File: config.mk
export PLATFORM = sky130hd
export DESIGN_NAME = rib_arbiter
export DESIGN_NICKNAME = d
export VERILOG_FILES = /design/src/rtl/rib_pkg.sv /design/src/rtl/rib_prio_pick.sv /design/src/rtl/rib_arbiter.sv
export SDC_FILE = /design/constraint.sdc
export NUM_CORES = 1
export LEC_CHECK = 0
export ABC_AREA = 1
export BUFFER_PORTS_ARGS = -buffer_cell sky130_fd_sc_hd__buf_2
export CORE_AREA = 2 2 161 163
export CTS_CLUSTER_SIZE = 8
export DETAILED_ROUTE_END_ITERATION = 6
export DIE_AREA = 0 0 163 165
export GPL_ROUTABILITY_DRIVEN = 0
export MAX_ROUTING_LAYER = met4
export PLACE_DENSITY_LB_ADDON = 0.08
export SLEW_MARGIN = 10
export SYNTH_ARGS = -nofsm -noshare
export SYNTH_HDL_FRONTEND = slang
export SYNTH_HIERARCHICAL = 1
export SYNTH_SLANG_ARGS = --single-unit
File: constraint.sdc
create_clock -name clk -period 1.9 [get_ports clk]
set_input_delay 0.38 -clock clk [delete_from_list [all_inputs] [get_ports clk]]
set_output_delay 0.38 -clock clk [all_outputs]
set_load 0.1 [all_outputs]
File: src/rtl/rib_pkg.sv
// Shared types for the RIB bus arbiter: transfer size codes, bus owner and FSM state.
package rib_pkg;

  localparam logic [2:0] SIZE_B = 3'd0;
  localparam logic [2:0] SIZE_H = 3'd1;
  localparam logic [2:0] SIZE_W = 3'd2;

  typedef enum logic [1:0] {
    OWN_M0   = 2'd0,
    OWN_M1   = 2'd1,
    OWN_M2   = 2'd2,
    OWN_NONE = 2'd3
  } owner_e;

  typedef enum logic {
    IDLE = 1'b0,
    BUSY = 1'b1
  } state_e;

endpackage

File: src/rtl/rib_prio_pick.sv
// Fixed-priority pick M0 > M1 > M2; a starving M2 is promoted above M1 only.
module rib_prio_pick
  import rib_pkg::*;
(
  input  logic [2:0] req,
  input  logic       starve,
  output owner_e     winner
);

  always_comb begin
    winner = OWN_NONE;
    if (req[0])                winner = OWN_M0;
    else if (req[2] && starve) winner = OWN_M2;
    else if (req[1])           winner = OWN_M1;
    else if (req[2])           winner = OWN_M2;
  end

endmodule

File: src/rtl/rib_arbiter.sv
// Three-master arbiter in front of one bus slave port, with M2 anti-starvation and response timeout.
module rib_arbiter
  import rib_pkg::*;
#(
  parameter int unsigned STARVE_LIMIT = 8,
  parameter int unsigned TIMEOUT      = 16,
  parameter int unsigned AW           = 32,
  parameter int unsigned DW           = 32
) (
  input  logic          clk,
  input  logic          rst,
  input  logic          m0_req_i,
  input  logic          m0_we_i,
  input  logic [AW-1:0] m0_addr_i,
  input  logic [DW-1:0] m0_wdata_i,
  input  logic [2:0]    m0_size_i,
  output logic          m0_ack_o,
  output logic          m0_err_o,
  output logic [DW-1:0] m0_rdata_o,
  input  logic          m1_req_i,
  input  logic          m1_we_i,
  input  logic [AW-1:0] m1_addr_i,
  input  logic [DW-1:0] m1_wdata_i,
  input  logic [2:0]    m1_size_i,
  output logic          m1_ack_o,
  output logic          m1_err_o,
  output logic [DW-1:0] m1_rdata_o,
  input  logic          m2_req_i,
  input  logic          m2_we_i,
  input  logic [AW-1:0] m2_addr_i,
  input  logic [DW-1:0] m2_wdata_i,
  input  logic [2:0]    m2_size_i,
  output logic          m2_ack_o,
  output logic          m2_err_o,
  output logic [DW-1:0] m2_rdata_o,
  output logic          s_req_o,
  output logic          s_we_o,
  output logic [AW-1:0] s_addr_o,
  output logic [DW-1:0] s_wdata_o,
  output logic [2:0]    s_size_o,
  input  logic          s_ack_i,
  input  logic [DW-1:0] s_rdata_i,
  output logic          hold_flag_o,
  output logic [1:0]    grant_o
);

  localparam int unsigned CNT_MAX = (STARVE_LIMIT > TIMEOUT) ? STARVE_LIMIT : TIMEOUT;
  localparam int unsigned CW      = $clog2(CNT_MAX + 1);

  state_e        state;
  owner_e        owner;
  owner_e        pick;
  logic [CW-1:0] starve_cnt;
  logic [CW-1:0] tmo_cnt;
  logic          starve;
  logic          done_ok;
  logic          done_tmo;
  logic [2:0]    ack_vec;
  logic [DW-1:0] rdata;

  logic          sel_we;
  logic [AW-1:0] sel_addr;
  logic [DW-1:0] sel_wdata;
  logic [2:0]    sel_size;

  assign starve = (starve_cnt == CW'(STARVE_LIMIT));

  rib_prio_pick u_pick (
    .req    ({m2_req_i, m1_req_i, m0_req_i}),
    .starve (starve),
    .winner (pick)
  );

  // Request payload of the IDLE-cycle winner, captured on grant
  always_comb begin
    sel_we    = m2_we_i;
    sel_addr  = m2_addr_i;
    sel_wdata = m2_wdata_i;
    sel_size  = m2_size_i;
    if (pick == OWN_M0) begin
      sel_we    = m0_we_i;
      sel_addr  = m0_addr_i;
      sel_wdata = m0_wdata_i;
      sel_size  = m0_size_i;
    end else if (pick == OWN_M1) begin
      sel_we    = m1_we_i;
      sel_addr  = m1_addr_i;
      sel_wdata = m1_wdata_i;
      sel_size  = m1_size_i;
    end
  end

  // Completion is taken straight from the slave ack (or timeout) while BUSY
  assign done_ok  = (state == BUSY) && s_ack_i;
  assign done_tmo = (state == BUSY) && !s_ack_i && (tmo_cnt == CW'(TIMEOUT - 1));

  always_comb begin
    ack_vec = 3'b000;
    if (done_ok || done_tmo) begin
      case (owner)
        OWN_M0:  ack_vec = 3'b001;
        OWN_M1:  ack_vec = 3'b010;
        OWN_M2:  ack_vec = 3'b100;
        default: ack_vec = 3'b000;
      endcase
    end
  end

  assign rdata = (done_ok && !s_we_o) ? s_rdata_i : '0;

  assign m0_ack_o   = ack_vec[0];
  assign m1_ack_o   = ack_vec[1];
  assign m2_ack_o   = ack_vec[2];
  assign m0_err_o   = ack_vec[0] && done_tmo;
  assign m1_err_o   = ack_vec[1] && done_tmo;
  assign m2_err_o   = ack_vec[2] && done_tmo;
  assign m0_rdata_o = ack_vec[0] ? rdata : '0;
  assign m1_rdata_o = ack_vec[1] ? rdata : '0;
  assign m2_rdata_o = ack_vec[2] ? rdata : '0;

  assign hold_flag_o = (m0_req_i && !m0_ack_o) || (m1_req_i && !m1_ack_o);
  assign grant_o     = owner;

  always_ff @(posedge clk or negedge rst) begin
    if (!rst) begin
      state     <= IDLE;
      owner     <= OWN_NONE;
      tmo_cnt   <= '0;
      s_req_o   <= 1'b0;
      s_we_o    <= 1'b0;
      s_addr_o  <= '0;
      s_wdata_o <= '0;
      s_size_o  <= '0;
    end else begin
      case (state)
        IDLE: begin
          tmo_cnt <= '0;
          if (pick != OWN_NONE) begin
            state     <= BUSY;
            owner     <= pick;
            s_req_o   <= 1'b1;
            s_we_o    <= sel_we;
            s_addr_o  <= sel_addr;
            s_wdata_o <= sel_wdata;
            s_size_o  <= sel_size;
          end
        end
        BUSY: begin
          if (done_ok || done_tmo) begin
            state   <= IDLE;
            owner   <= OWN_NONE;
            s_req_o <= 1'b0;
            tmo_cnt <= '0;
          end else begin
            tmo_cnt <= tmo_cnt + CW'(1);
          end
        end
        default: state <= IDLE;
      endcase
    end
  end

  // M2 wait counter: saturates at the promotion threshold
  always_ff @(posedge clk or negedge rst) begin
    if (!rst) begin
      starve_cnt <= '0;
    end else if (!m2_req_i || owner == OWN_M2 || (state == IDLE && pick == OWN_M2)) begin
      starve_cnt <= '0;
    end else if (!starve) begin
      starve_cnt <= starve_cnt + CW'(1);
    end
  end

endmodule
==> impl_metrics.ini <==
[detailed_routing]
wire_per_inst_um = 19.1
final_antenna_net_count = 0
routed_via_density = 4.52
num_vias = 7469
drc_errors = 0
wl_mm = 31.6
drtIter0Drc = 348
firstDrtPassIters = 4

[timing]
clock.fmax_ghz = 0.402
tightest_slew_ns = 0.563
relSlewSlack = 0.627
hold_slack_ns = 0.334
finalMaxSlewViolations = 0
finalClockSkew_ns = 0.0111
min_period_ns = 2.49
rsz0062_at_grt = true
hold_violations = 0
setup_ws_ns = -0.586
finalCritPeriodShare = 1.31
setup_viol = 173
fin_tns_setup_ns = -60.69

[synthesis]
synth_area_um2 = 5240
synth-edff-count = 0
ys_seq_area_frac = 0.392
yosysMostFrequentCell = nand2_1
synthDistinctLibCells = 25
synth_top_area_frac = 0.382
netlist_top_cells_count = 399 x nand2_1, 143 x nand3_1, 120 x nor2_1
syn-instance-count = 839
yosys.area.top_type = dfrtp_1
async_flop_share = 1.00
yosysWarningCount = 6
synth_flop_cell = dfrtp_1
synth_area_per_cell_um2 = 6.24
syn-num-nets = 1085
synth-seq-cells = 82
synth.area.top_cells = dfrtp_1 38%, nand2_1 29%, nand3_1 14%

[clock_tree]
worstSkewPairLatency_ns = 0.35
path_clk_slew_ns = 0.07
htreeDepth = 3
cts_tree = built
cts.sinks = 82
cts_root_buffer = clkbuf_16
cts_buffer_depth = 2
cts_buffers = 9

[worst_setup_path]
cp-end-kind = primary output
required_ns = 1.52
cp_cell_sequence = ha_2, nand2_2, nor2_1, ha_2, nand2_2, nand2_4, buf_12, nand2_8, buf_12, nor2_4, buf_12
cpMaxStageDelayCell = dfrtp_1
regToRegStartpoint = starve_cnt[0]
critPathArrivalTime_ns = 2.11
crit_type = flop to primary output
r2r_slack_ns = -0.15
cp_num_buf_inv = 3
r2r_end = s_wdata_o[26]
critPathLaunchType = flop
rr_worst_depth = 16
cpMostUsedCell = buf_12
cp_top_family = simple AND/OR/NAND/NOR gates
max_stage_delay_ns = 0.36
cp_max_fo = 10

[pwr]
ir_drop_mv = 0.911
p_comb_frac = 0.730
power.share.switching = 0.612
p_sw_mw = 10.7
seq_power_share = 0.172
internal-power_mw = 6.78
power_frac_clock = 0.099
powerDensity_nw_per_um2 = 1360
leakage_nw = 6.44

[floorplanning]
io_pins = 416
die_area_um2 = 26900
core_um2 = 25000
die_x_um = 163
initial_core_util = 0.209
die_h_um = 165
rows = 58

[placement]
placed_cell_area_um2 = 10000
placed_cells = 1580
post-dp-hpwl_mm = 19.8
port_buffers = 415

[outcome]
violations = setup timing
status = finished with violations

[cells_and_area]
layout-drive-gt1-share = 0.640
fin_area_um2 = 12900
stdcell_count = 1652
area_growth_pct = 145
fin_nets = 1562

[global_routing]
grt_pass1_vias = 7264
grt_max_degree = 47
grt_pass1_wl_mm = 44.0
grt_usage = 0.226
antenna_found_initial = 1
grt_overflow = 0

[worst_hold_path]
hold_path_end = s_wdata_o[4]
whs_path_depth = 5
min_from = m0_wdata_i[4]
hold_class = input pin to flop

[run]
maxCapViolCount = 0
## registers in the layout, indices dropped and copies added (netlist names)
signal      cells
s_addr_o       32
s_we_o          1
s_size_o        3
s_wdata_o      32
tmo_cnt         5
grant_o         2
state           1
s_req_o         1
starve_cnt      5
## layout by cell type (no fill, tap or decap), types with 2 or more instances in the layout
| cell type | count |
|---|---|
| a21oi_4 | 2 |
| buf_12 | 134 |
| buf_16 | 26 |
| buf_2 | 311 |
| buf_4 | 33 |
| buf_6 | 4 |
| buf_8 | 6 |
| clkbuf_16 | 17 |
| clkinvlp_4 | 4 |
| dfrtp_1 | 79 |
| dfstp_4 | 2 |
| ha_2 | 2 |
| inv_1 | 10 |
| inv_16 | 2 |
| inv_2 | 5 |
| inv_6 | 2 |
| nand2_1 | 261 |
| nand2_2 | 71 |
| nand2_4 | 68 |
| nand3_1 | 74 |
| nand3_2 | 69 |
| nand3_4 | 2 |
| nor2_1 | 44 |
| nor2_2 | 15 |
| nor2_4 | 63 |
## worst register-to-register path: stages (launching register included)
cell and delay (ns):
dfrtp_1 0.39, inv_2 0.08, ha_4 0.12, nand2_2 0.05, inv_2 0.06, nand2_2 0.05, inv_2 0.07, nand2_4 0.06
a21oi_4 0.25, buf_12 0.15, nor2_4 0.05, buf_12 0.16, clkbuf_16 0.20, nand2_1 0.06, nand3_1 0.07, nand2_1 0.06
nand2_1 0.05
## layer usage
metal  GRT usage  wire length (um)
met5           -                 0
met2       0.401             16100
met3      0.0477              2400
met4      0.0636               948
met1       0.257             12200
## cell families after synthesis
family / Yosys count / synth area share
compound gates: 6 / 0.00908
xor+xnor: 1 / 0.00167
fa+ha+maj: 4 / 0.00955
buf+inv: 76 / 0.0671
flops: 82 / 0.392
simple gates: 670 / 0.520
## power groups by stage
stage	clock network (mW)	registers (mW)	logic, mW
floorplan	0	8.05	2.85
global placement	0	2.96	10.7
detailed placement	0	2.96	10.7
CTS	1.79	3.00	12.5
global route	1.84	3.10	13.3
finish	1.72	3.00	12.8
## worst max-delay path by stage
| stage | endpoint | cells past startpoint | start | slack [ns] |
|---|---|---|---|---|
| after floorplan | m1_rdata_o[22] | 9 | tmo_cnt[0] | -1.07 |
| after global placement | m0_rdata_o[2] | 11 | tmo_cnt[1] | -0.20 |
| after detailed placement | m1_rdata_o[7] | 10 | tmo_cnt[1] | -0.23 |
| after CTS | m0_rdata_o[4] | 11 | tmo_cnt[0] | -0.58 |
| after global routing | m0_rdata_o[2] | 11 | tmo_cnt[0] | -0.69 |
| final | m2_err_o | 11 | tmo_cnt[0] | -0.59 |
## metrics by stage
step	utilization	power (mW)	worst slack, ns
finish	0.513	17.5	-0.586
global route	0.513	18.2	-0.692
CTS	0.469	17.3	-0.576
detailed placement	0.400	13.7	-0.230
global placement	0.400	13.7	-0.203
floorplan	-	10.9	-1.07
## layout make-up
cell class,instances,area [um2]
inverter,19,111
clock inverter,6,48.8
timing repair buffer,523,5550
tap,330,413
sequential,82,2060
clock buffer,10,239
fill,2395,12200
multi-input combinational,681,4430
antenna,1,2.50
## what timing repair did
action                                 4_1_cts  5_1_grt
endpoints found under the hold margin       14        0
gates resized for setup                    139      267
gates cloned                                27        8
buffers inserted                            21        4
setup endpoints to repair                  178      180
pin swaps                                   35       75
hold buffers                                 1        0
No activity file was read; power rests on OpenSTA's default activity.
